## src/rtl/hcsr04_pkg.sv

```systemverilog
// Shared types and default timing for the HC-SR04 ultrasonic ranger.
// Defaults assume a 50 MHz system clock.
package hcsr04_pkg;

    localparam int unsigned CLK_HZ            = 50_000_000;
    localparam int unsigned TRIG_CYCLES_DEF   = 500;
    localparam int unsigned PERIOD_CYCLES_DEF = 3_000_000;
    localparam int unsigned RISE_TO_DEF       = 1_250_000;
    localparam int unsigned MAX_ECHO_DEF      = 1_250_000;
    localparam int unsigned W_DEF             = 32;

    typedef enum logic [2:0] {
        IDLE,
        TRIG,
        WAIT_RISE,
        MEASURE,
        HOLDOFF
    } state_e;

endpackage

```

## src/rtl/hcsr04_ranger_sync_edge.sv

```systemverilog
// Two-flop synchroniser for an asynchronous input, with single-cycle rise/fall pulses.
// Reusable for any asynchronous sensor line.
module sync_edge (
    input  logic clk_i,
    input  logic rst_i,
    input  logic async_i,
    output logic level_o,
    output logic rise_o,
    output logic fall_o
);

    logic meta_q;
    logic sync_q;
    logic prev_q;

    // prev_q is the one-cycle-delayed copy used only for edge detection
    always_ff @(posedge clk_i or posedge rst_i) begin
        if (rst_i) begin
            meta_q <= 1'b0;
            sync_q <= 1'b0;
            prev_q <= 1'b0;
        end else begin
            meta_q <= async_i;
            sync_q <= meta_q;
            prev_q <= sync_q;
        end
    end

    assign level_o = sync_q;
    assign rise_o  = sync_q & ~prev_q;
    assign fall_o  = ~sync_q & prev_q;

endmodule

```

## src/rtl/hcsr04_ranger.sv

```systemverilog
// HC-SR04 initiator: periodic trigger pulses, echo width measurement in clk cycles,
// with one-cycle valid/timeout strobes issued on entry to the hold-off state.
module hcsr04_ranger
    import hcsr04_pkg::*;
#(
    parameter int unsigned TRIG_CYCLES   = TRIG_CYCLES_DEF,
    parameter int unsigned PERIOD_CYCLES = PERIOD_CYCLES_DEF,
    parameter int unsigned RISE_TO       = RISE_TO_DEF,
    parameter int unsigned MAX_ECHO      = MAX_ECHO_DEF,
    parameter int unsigned W             = W_DEF
) (
    input  logic         clk_i,
    input  logic         rst_i,
    input  logic         enable_i,
    input  logic         echo_i,
    output logic         trig_o,
    output logic         busy_o,
    output logic [W-1:0] width_out_o,
    output logic         valid_o,
    output logic         timeout_o
);

    // The period must cover the longest trigger + rise wait + saturated echo so HOLDOFF is always reached
    if ((TRIG_CYCLES == 0) || (RISE_TO == 0) || (MAX_ECHO == 0) ||
        (longint'(PERIOD_CYCLES) <=
         longint'(TRIG_CYCLES) + longint'(RISE_TO) + longint'(MAX_ECHO)) ||
        ((W < 32) && (longint'(PERIOD_CYCLES) >= (longint'(1) << W)))) begin : gBadParams
        $error("hcsr04_ranger: inconsistent timing parameters or W too small");
    end

    localparam logic [W-1:0] ONE         = W'(1);
    localparam logic [W-1:0] TRIG_LAST   = W'(TRIG_CYCLES - 1);
    localparam logic [W-1:0] PERIOD_LAST = W'(PERIOD_CYCLES - 1);
    localparam logic [W-1:0] RISE_LAST   = W'(RISE_TO - 1);
    localparam logic [W-1:0] MAX_WIDTH   = W'(MAX_ECHO);

    state_e         state_q,     state_d;
    logic [W-1:0]   periodCnt_q, periodCnt_d;
    logic [W-1:0]   widthCnt_q,  widthCnt_d;
    logic [W-1:0]   widthOut_q,  widthOut_d;
    logic           trig_q,      trig_d;
    logic           valid_q,     valid_d;
    logic           timeout_q,   timeout_d;

    logic           echoS;
    logic           echoRise;
    logic           echoFall;

    sync_edge uEchoSync (
        .clk_i   (clk_i),
        .rst_i   (rst_i),
        .async_i (echo_i),
        .level_o (echoS),
        .rise_o  (echoRise),
        .fall_o  (echoFall)
    );

    always_ff @(posedge clk_i or posedge rst_i) begin
        if (rst_i) begin
            state_q     <= IDLE;
            periodCnt_q <= '0;
            widthCnt_q  <= '0;
            widthOut_q  <= '0;
            trig_q      <= 1'b0;
            valid_q     <= 1'b0;
            timeout_q   <= 1'b0;
        end else begin
            state_q     <= state_d;
            periodCnt_q <= periodCnt_d;
            widthCnt_q  <= widthCnt_d;
            widthOut_q  <= widthOut_d;
            trig_q      <= trig_d;
            valid_q     <= valid_d;
            timeout_q   <= timeout_d;
        end
    end

    // widthCnt doubles as the rise-wait timer in WAIT_RISE and the echo width counter in MEASURE
    always_comb begin
        state_d     = state_q;
        periodCnt_d = periodCnt_q;
        widthCnt_d  = widthCnt_q;
        widthOut_d  = widthOut_q;
        valid_d     = 1'b0;
        timeout_d   = 1'b0;

        if (state_q != IDLE) begin
            periodCnt_d = periodCnt_q + ONE;
        end

        case (state_q)
            IDLE: begin
                if (enable_i) begin
                    state_d     = TRIG;
                    periodCnt_d = '0;
                end
            end
            TRIG: begin
                if (!enable_i) begin
                    state_d     = IDLE;
                    periodCnt_d = '0;
                end else if (periodCnt_q == TRIG_LAST) begin
                    state_d    = WAIT_RISE;
                    widthCnt_d = '0;
                end
            end
            WAIT_RISE: begin
                if (!enable_i) begin
                    state_d     = IDLE;
                    periodCnt_d = '0;
                end else if (echoRise) begin
                    state_d    = MEASURE;
                    widthCnt_d = ONE;
                end else if (widthCnt_q == RISE_LAST) begin
                    state_d   = HOLDOFF;
                    timeout_d = 1'b1;
                end else begin
                    widthCnt_d = widthCnt_q + ONE;
                end
            end
            MEASURE: begin
                if (!enable_i) begin
                    state_d     = IDLE;
                    periodCnt_d = '0;
                end else if (echoFall) begin
                    state_d    = HOLDOFF;
                    widthOut_d = widthCnt_q;
                    valid_d    = 1'b1;
                end else if (widthCnt_q == MAX_WIDTH) begin
                    state_d    = HOLDOFF;
                    widthOut_d = MAX_WIDTH;
                    valid_d    = 1'b1;
                    timeout_d  = 1'b1;
                end else if (echoS) begin
                    widthCnt_d = widthCnt_q + ONE;
                end
            end
            HOLDOFF: begin
                if (periodCnt_q == PERIOD_LAST) begin
                    periodCnt_d = '0;
                    state_d     = enable_i ? TRIG : IDLE;
                end
            end
            default: begin
                state_d     = IDLE;
                periodCnt_d = '0;
            end
        endcase

        trig_d = (state_d == TRIG);
    end

    assign trig_o      = trig_q;
    assign busy_o      = (state_q != IDLE);
    assign width_out_o = widthOut_q;
    assign valid_o     = valid_q;
    assign timeout_o   = timeout_q;

endmodule

```

## config.mk

```make
export PLATFORM = sky130hd
export DESIGN_NAME = hcsr04_ranger
export DESIGN_NICKNAME = d
export VERILOG_FILES = /design/src/rtl/hcsr04_pkg.sv /design/src/rtl/hcsr04_ranger_sync_edge.sv /design/src/rtl/hcsr04_ranger.sv
export SDC_FILE = /design/constraint.sdc
export NUM_CORES = 1
export LEC_CHECK = 0
export CAP_MARGIN = 10
export CORE_MARGIN = 2
export CORE_UTILIZATION = 59
export CTS_BUF_LIST = sky130_fd_sc_hd__clkbuf_16
export DETAILED_ROUTE_END_ITERATION = 10
export PLACE_DENSITY_LB_ADDON = 0.2
export REMOVE_ABC_BUFFERS = 1
export SLEW_MARGIN = 20
export SYNTH_ARGS = -nofsm -noshare
export SYNTH_HDL_FRONTEND = slang
export SYNTH_SLANG_ARGS = --single-unit
```

## constraint.sdc

```tcl
create_clock -name clk_i -period 4.61 [get_ports clk_i]
set_input_delay 0.6915 -clock clk_i [delete_from_list [all_inputs] [get_ports clk_i]]
set_output_delay 0.6915 -clock clk_i [all_outputs]
set_load 0.01 [all_outputs]
```

==> impl_metrics.ini, run 1 <==
[status]
status = completed

[route]
drt_iter0_drc = 304
drt_drc_violations_left = 0
drt.antenna.violating_nets = 0
vias = 4783
dr.pass1.iters = 7
detail_route.vias_per_cell = 6.813
totalWireLength_um = 13430
routedLengthMet1_um = 5699
drt-wirelength-per-cell_um = 19.13
highest_layer = met4
wl_met3_um = 701
routed_wire_length_on_met2_um = 6621

[layout]
n_fill_cell = 748
final_cells = 702
finish.instance_area_sq_um = 6201
count_of_antenna_diodes_in_the_layout = 0
areaGrowthSynthToFinish_pct = 13.05
nNetsFinal = 593
drive_above_1_share_pct = 7.107
register_area_sq_um = 2628
multi_input_area_sq_um = 2631

[floorplanning]
design.core.area_sq_um = 9109
fp.dieH_um = 100.4
io-pin-count = 40
fp.dieArea_sq_um = 10080
floorplan.die.width_um = 100.4
initial_core_util_pct = 60.22
rows = 35

[sta]
fin_skew_ps = 9.391
setup-violations-final = 0
worst_slew_margin_rel_pct = 32.86
timing_hold_violations_final = 0
finalSetupTns_ps = 0
unrepaired_setup_endpoints_after_global_routing = no
final_min_period_over_clock_period_pct = 65.48
timing.final.crit_period_ps = 3018
finalMaxSlewViolations = 0
max_clock_freq_mhz = 331.3
transition_time_at_the_pin_with_the_least_slew_margin_ps = 1005

[synthesis]
post_synth_main_area_contributors = sky130_fd_sc_hd__dfrtp_1 (48%), sky130_fd_sc_hd__a22o_1 (4.5%), sky130_fd_sc_hd__a31oi_1 (4.2%)
post_synth_edffs = 0
yosys-top-cells-count = sky130_fd_sc_hd__dfrtp_1 (105), sky130_fd_sc_hd__nand2_1 (40), sky130_fd_sc_hd__a31oi_1 (37), sky130_fd_sc_hd__a21oi_1 (34), sky130_fd_sc_hd__nand3_1 (29)
yosysTopAreaCell = sky130_fd_sc_hd__dfrtp_1
async_reset_ff_share_pct = 100.0
synth_most_common_cell = sky130_fd_sc_hd__dfrtp_1
synthesis.instances = 567
postSynth.topFlopCell = sky130_fd_sc_hd__dfrtp_1
ys.warnings.count = 0
synth.yosys.seq_area_share_pct = 47.90
yosys_register_bits = 105
syn_avg_cell_area_sq_um = 9.674
post-synth-top-area-fraction_pct = 47.90
yosysUniqueCellTypes = 68
syn-cell-area_sq_um = 5485

[critical_path]
slowest_delay_ps = 670
slowest_stage = sky130_fd_sc_hd__or2_1
critical_path.endpoint_type = flop
crit_path_cell_trace = ha_1 > nor4b_1 > nand3_1 > nor4b_4 > or2_1 > o21ai_1 > a22o_1
critical_path_arrival_ps = 3250
worstPathRequired_ps = 4840
startpoint_type = flop
worst-path-max-fanout = 22
crit_buf_inv = 0
worst_path_dominant_cell_family = simple AND/OR/NAND/NOR gates
critPathKind = reg -> reg

[placement]
post_dp_cell_area_sq_um = 5906
dp.cells = 686
numPortBuffers = 39
detailed_place_hpwl_um = 8889
gpl.final_weighted_congestion = 0.9189

[global_route]
grt_util_all_layers_pct = 28.21
grt_pass1_vias = 4692
global_route_wire_length_before_repair_um = 22970
number_of_antenna_violations_at_the_first_check_in_global_routing = 0
globalRouteOverflowTotal = 0
pin_count_of_the_biggest_net_entering_global_routing = 43

[clock_network]
tritoncts.num_buffers = 9
post_cts_hold_buffers = 0
clk-insertion-delay-late_ps = 340
clkTransAtPathRegs_ps = 80
cts_max_path_buffers = 2
cts_tree = yes
clkSinkCount = 105
post_cts_resize_count = 0
cts_max_level = 3
clockRootBuffer = sky130_fd_sc_hd__clkbuf_16
post_cts_buffers = 0

[power]
vdd.ir_drop.worst_v = 0.0002297
power_leakage_nw = 2.546
power_mw = 1.802
power_per_cell_area_nw_per_um2 = 290.6

[hold_path]
worst_hold_path_type = reg -> reg

[job]
maxCapViolations = 0
stage by stage:
stage	worst slack (ps)	hold WS, ps	utilization, %
floorplan	1158	331.2	-
global placement	1412	337.3	64.84
detailed placement	1338	347.6	64.84
CTS	1620	366.2	68.02
global route	1439	374.1	68.08
finish	1592	360.8	68.08
sequential cells by signal, summed over array words and instances (netlist names), 3 cells and up:
signal       count
state_q          3
widthCnt_q      32
periodCnt_q     32
width_out_o     32
cell families after synthesis:
family | count (synthesis) | share of synthesized area [%]
AND/OR/NAND/NOR | 222 | 24.29
AO/OA/AOI/OAI | 168 | 20.60
flip-flops | 105 | 47.90
buffers and inverters | 57 | 4.402
multiplexers | 8 | 1.483
XOR/XNOR | 4 | 0.6388
adder cells (fa/ha/maj) | 3 | 0.6844
final cells by class:
| class | instances | share of cell area, % |
|---|---|---|
| inverters | 20 | 1.251 |
| repair buffers | 45 | 7.022 |
| clock inverters | 7 | 1.049 |
| multi-input cells | 405 | 42.43 |
| well taps | 111 | 2.240 |
| clock buffers | 9 | 3.632 |
| flip-flops and latches | 105 | 42.37 |
metal layers:
metal | track usage (%) | vias up
met1 | 36.60 | 2370
met4 | 11.80 | 0
met2 | 46.31 | 191
met5 | 0 | -
met3 | 5.710 | 35
li1 | - | 2187
path summary, 6_finish.rpt:
path / slack [ps] / startpoint / cells past startpoint / to
max: 1590 / periodCnt_q[0] / 7 / periodCnt_q[22]
min reg2reg: 360 / uEchoSync.meta_q / 0 / uEchoSync.level_o
max reg2reg: 1590 / periodCnt_q[0] / 7 / periodCnt_q[22]
max in group asynchronous: 2970 / rst_i / 3 / widthCnt_q[10]
min: 360 / uEchoSync.meta_q / 0 / uEchoSync.level_o
min in group asynchronous: 730 / rst_i / 2 / periodCnt_q[4]
power breakdown:
group / total, mW / switching [mW] / leakage, nW / internal [mW]
logic: 0.111 / 0.0759 / 0.973 / 0.0354
registers: 0.947 / 0.0158 / 1.43 / 0.931
clock network: 0.744 / 0.365 / 0.143 / 0.379
total: 1.80 / 0.456 / 2.55 / 1.35
layout by cell type (no fill, tap or decap), drive strengths merged, types with 20 or more instances in the layout:
cell type | Yosys | final
a22o | 28 | 28
dfrtp | 105 | 105
nor4 | 20 | 20
a21oi | 34 | 34
nand2 | 40 | 40
inv | 19 | 24
nand3 | 32 | 32
nor2 | 26 | 26
clkdlybuf4s50 | 0 | 39
o21ai | 26 | 26
a31oi | 37 | 37
Power figures use the tool's default switching activity.
==> run 2: changes to the inputs <==
clock period = 2.8 ns   (was 4.61 ns; I/O delays follow)
==> impl_metrics.ini, run 2 (synthesized netlist as in run 1, its figures left out) <==
[clock_network]
post_cts_resize_count = 0
cts_tree = yes
clkTransAtPathRegs_ps = 70
cts_max_path_buffers = 2
post_cts_hold_buffers = 0
clk-insertion-delay-late_ps = 350
tritoncts.num_buffers = 9
post_cts_buffers = 0
cts_max_level = 3
clockRootBuffer = sky130_fd_sc_hd__clkbuf_16
clkSinkCount = 105

[global_route]
grt_util_all_layers_pct = 27.97
global_route_wire_length_before_repair_um = 22610
grt_pass1_vias = 4570
pin_count_of_the_biggest_net_entering_global_routing = 43
number_of_antenna_violations_at_the_first_check_in_global_routing = 0
globalRouteOverflowTotal = 0

[sta]
max_clock_freq_mhz = 389.1
fin_worst_hold_slack_ps = 363.9
finalSetupTns_ps = 0
post-route-worst-setup-slack_ps = 230.1
fin_skew_ps = 9.127
unrepaired_setup_endpoints_after_global_routing = no
setup-violations-final = 0
final_min_period_over_clock_period_pct = 91.78
timing_hold_violations_final = 0
timing.final.crit_period_ps = 2570
transition_time_at_the_pin_with_the_least_slew_margin_ps = 606.3
finalMaxSlewViolations = 0
worst_slew_margin_rel_pct = 59.58

[layout]
layout_common_cells = sky130_fd_sc_hd__dfrtp_1 (105), sky130_fd_sc_hd__nand2_1 (40), sky130_fd_sc_hd__clkdlybuf4s50_1 (39)
most_common_cell_after_layout_fill_and_taps_aside = sky130_fd_sc_hd__dfrtp_1
drive_above_1_share_pct = 9.406
n_fill_cell = 705
areaGrowthSynthToFinish_pct = 15.01
count_of_antenna_diodes_in_the_layout = 0
nNetsFinal = 608

[route]
drt_iter0_drc = 381
drt-wirelength-per-cell_um = 18.56
dr.pass1.iters = 5
drt_drc_violations_left = 0
drt.antenna.violating_nets = 0
detail_route.vias_per_cell = 6.671
totalWireLength_um = 13310
vias = 4783

[job]
maxCapViolations = 0

[floorplanning]
fp.dieH_um = 100.4
initial_core_util_pct = 60.22
floorplan.die.width_um = 100.4
fp.dieArea_sq_um = 10080
rows = 35
design.core.area_sq_um = 9109
io-pin-count = 40

[placement]
gpl.final_weighted_congestion = 0.9020
numPortBuffers = 39
place_worst_setup_slack_ps = 220.3
detailed_place_hpwl_um = 9293

[critical_path]
worst_r2r_endpoint = periodCnt_q[28]
worstPathRequired_ps = 3020
worst_r2r_path_depth = 8
critical_path.endpoint_type = flop
critical_path_arrival_ps = 2790
worst-r2r-setup-slack_ps = 230
worst-path-max-fanout = 16
critPathKind = reg -> reg
critical_path.reg2reg.startpoint = periodCnt_q[0]
startpoint_type = flop

[hold_path]
worst_hold_path_type = reg -> reg
hold_start = uEchoSync.meta_q
worst_hold_path.endpoint = uEchoSync.level_o
hold_path_cells = 0

[status]
status = completed

[power]
power_leakage_nw = 2.624
vdd.ir_drop.worst_v = 0.0003353
power_per_cell_area_nw_per_um2 = 466.6
## run 2: cell types whose count changed in the layout (fill, tap and decap cells not counted), sizes merged
cell,before,now
clkinv,2,3
buf,6,21
clkinvlp,1,0
## run 2: area by class of cell
class | count | area [sq um] | area share, %
sequential | 105 | 2628 | 41.65
multi-input combinational | 405 | 2626 | 41.63
timing repair buffer | 60 | 560.5 | 8.885
clock buffer | 9 | 225.2 | 3.570
tap | 111 | 138.9 | 2.202
inverter | 20 | 77.57 | 1.230
clock inverter | 7 | 52.55 | 0.8330
## run 2: metrics by stage
| step | utilization [%] | instances | power, mW | area (sq um) |
|---|---|---|---|---|
| floorplan | - | 530 | 1.704 | 5319 |
| global placement | 66.21 | 701 | 1.777 | 6031 |
| detailed placement | 66.21 | 701 | 1.782 | 6031 |
| CTS | 69.26 | 717 | 2.972 | 6309 |
| global route | 69.26 | 717 | 3.058 | 6309 |
| finish | 69.26 | 717 | 2.944 | 6309 |
## run 2: worst max-delay path by stage
stage                    from               to  slack (ps)  depth (start not counted)
2_1_floorplan           rst_i   periodCnt_q[0]        -380                          1
3_3_place_gp         enable_i  periodCnt_q[29]         300                          7
3_5_place_dp         enable_i  periodCnt_q[29]         220                          7
4_1_cts        periodCnt_q[0]  periodCnt_q[18]         240                          9
5_1_grt        periodCnt_q[0]  periodCnt_q[30]          80                          8
6_report       periodCnt_q[0]  periodCnt_q[28]         230                          8
## run 2: per-layer routing
metal  wire [um]  part of all wire, %  up-vias  global-route usage (%)
li1            -                    -     2232                       -
met1        5762                   43     2329                   37.86
met2        6530                   49      194                   44.55
met3         735                  5.5       28                   5.710
met4         278                  2.1        0                   10.96
met5           0                    0        -                       0
## run 2: where the power goes
group | switching [mW] | internal (mW) | total [mW]
clock network | 0.578 | 0.613 | 1.19
logic | 0.124 | 0.0691 | 0.193
registers | 0.0257 | 1.53 | 1.56
## run 2: critical path, stage by stage, from the launching register on
cell and delay [ps]:
sky130_fd_sc_hd__dfrtp_1 390, sky130_fd_sc_hd__ha_1 290, sky130_fd_sc_hd__nor4b_1 260, sky130_fd_sc_hd__nand3_1 260, sky130_fd_sc_hd__nor4b_4 360, sky130_fd_sc_hd__or2_1 480, sky130_fd_sc_hd__buf_4 230, sky130_fd_sc_hd__a21o_1 80
sky130_fd_sc_hd__a31oi_1 80
==> run 3: changes to the inputs <==
SETUP_SLACK_MARGIN = 0.2   (was default)
==> impl_metrics.ini, run 3 (synthesized netlist as in run 1, its figures left out) <==
[layout]
drive_above_1_share_pct = 10.73
areaGrowthSynthToFinish_pct = 15.74
multi_input_area_sq_um = 2666
final_cells = 717
nNetsFinal = 608
post-route-util_pct = 69.70
n_fill_cell = 696
layout_common_cells = sky130_fd_sc_hd__dfrtp_1 (105), sky130_fd_sc_hd__nand2_1 (40), sky130_fd_sc_hd__clkdlybuf4s50_1 (39)
register_area_sq_um = 2628
most_common_cell_after_layout_fill_and_taps_aside = sky130_fd_sc_hd__dfrtp_1
count_of_antenna_diodes_in_the_layout = 0

[floorplanning]
io-pin-count = 40
rows = 35
initial_core_util_pct = 60.22
design.core.area_sq_um = 9109
fp.dieArea_sq_um = 10080
floorplan.die.width_um = 100.4
fp.dieH_um = 100.4

[global_route]
globalRouteOverflowTotal = 0
grt_pass1_vias = 4570
number_of_antenna_violations_at_the_first_check_in_global_routing = 0
pin_count_of_the_biggest_net_entering_global_routing = 43
grt_util_all_layers_pct = 27.97
global_route_wire_length_before_repair_um = 22610

[sta]
max_clock_freq_mhz = 421.0
finalSetupTns_ps = 0
final_min_period_over_clock_period_pct = 84.82
fin_skew_ps = 9.220
worst_slew_margin_rel_pct = 59.81
transition_time_at_the_pin_with_the_least_slew_margin_ps = 602.9
timing.final.crit_period_ps = 2375
unrepaired_setup_endpoints_after_global_routing = no
setup-violations-final = 0
fin_worst_hold_slack_ps = 366.5
finalMaxSlewViolations = 0
timing_hold_violations_final = 0

[route]
vias = 4755
detail_route.vias_per_cell = 6.632
drt-wirelength-per-cell_um = 18.71
dr.pass1.iters = 5
drt_iter0_drc = 372
totalWireLength_um = 13420
drt_drc_violations_left = 0
drt.antenna.violating_nets = 0

[placement]
gpl.final_weighted_congestion = 0.9020
dp.cells = 701
detailed_place_hpwl_um = 9293
numPortBuffers = 39

[power]
intPower_mw = 2.217
clock_group_share_of_total_power_pct = 40.4
share_seq_of_total_power_pct = 52.9
vdd.ir_drop.worst_v = 0.0003342
netSwitchingPower_uw = 729.2
power_mw = 2.946
combinationalPowerShare_pct = 6.6
p_sw_share_pct = 24.75
power_leakage_nw = 2.625
power_per_cell_area_nw_per_um2 = 464.1

[critical_path]
cp-startpoint = widthCnt_q[5]
critical_path.endpoint_type = flop
startpoint_type = flop
critical_path_arrival_ps = 2610
critPathKind = reg -> reg
critical_path.reg2reg.startpoint = widthCnt_q[5]
worst-path-max-fanout = 21
worstPathRequired_ps = 3030

[clock_network]
clockRootBuffer = sky130_fd_sc_hd__clkbuf_16
post_cts_buffers = 0
clk-insertion-delay-late_ps = 350
cts_tree = yes
cts_max_path_buffers = 2
clkSinkCount = 105
post_cts_resize_count = 0
post_cts_hold_buffers = 0
cts_max_level = 3
tritoncts.num_buffers = 9
clkTransAtPathRegs_ps = 70

[hold_path]
hold_start = uEchoSync.meta_q
worst_hold_path_type = reg -> reg

[status]
status = completed

[job]
maxCapViolations = 0
==> run 3: power groups by stage <==
stage / Sequential, mW / Combinational (mW) / Clock, mW
6_report: 1.56 / 0.195 / 1.19
3_5_place_dp: 1.59 / 0.194 / 0
4_1_cts: 1.56 / 0.194 / 1.22
3_3_place_gp: 1.59 / 0.190 / 0
5_1_grt: 1.56 / 0.220 / 1.28
2_1_floorplan: 1.58 / 0.123 / 0
==> run 3: layout make-up <==
cell class | instances | share of cell area [%]
multi-input combinational | 405 | 42.00
timing repair buffer | 60 | 8.829
clock buffer | 9 | 3.547
sequential | 105 | 41.39
tap | 111 | 2.188
inverter | 20 | 1.222
clock inverter | 7 | 0.8277
==> run 3: stage by stage <==
| stage | instance area (sq um) | worst slack, ps |
|---|---|---|
| after floorplan | 5319 | -380.5 |
| after global placement | 6031 | 299.0 |
| after detailed placement | 6031 | 220.3 |
| after CTS | 6309 | 236.9 |
| after global routing | 6349 | 237.6 |
| final | 6349 | 425.0 |
==> run 3: routing by layer <==
layer  wire length, um  share of wire, %  GRT usage [%]
met5                 0                 0              0
met4               293               2.2          10.96
met3               756               5.6          5.710
met2              6553                49          44.55
met1              5811                43          37.86
==> run 3: final timing paths <==
| check | end | slack, ps | cells past startpoint |
|---|---|---|---|
| max | width_out_o[11] | 420 | 7 |
| min | uEchoSync.level_o | 370 | 0 |
| max reg2reg | width_out_o[11] | 420 | 7 |
| min reg2reg | uEchoSync.level_o | 370 | 0 |
| max in group asynchronous | width_out_o[15] | 1610 | 3 |
| min in group asynchronous | periodCnt_q[4] | 460 | 2 |
==> run 3: worst max-delay path, cell delays in order (launching register included) <==
cell and delay [ps]:
sky130_fd_sc_hd__dfrtp_1 530, sky130_fd_sc_hd__nor4b_1 350, sky130_fd_sc_hd__and4_1 280, sky130_fd_sc_hd__nand3_1 190, sky130_fd_sc_hd__nand2_1 140, sky130_fd_sc_hd__nand2_1 200
sky130_fd_sc_hd__buf_4 300, sky130_fd_sc_hd__a22o_1 270
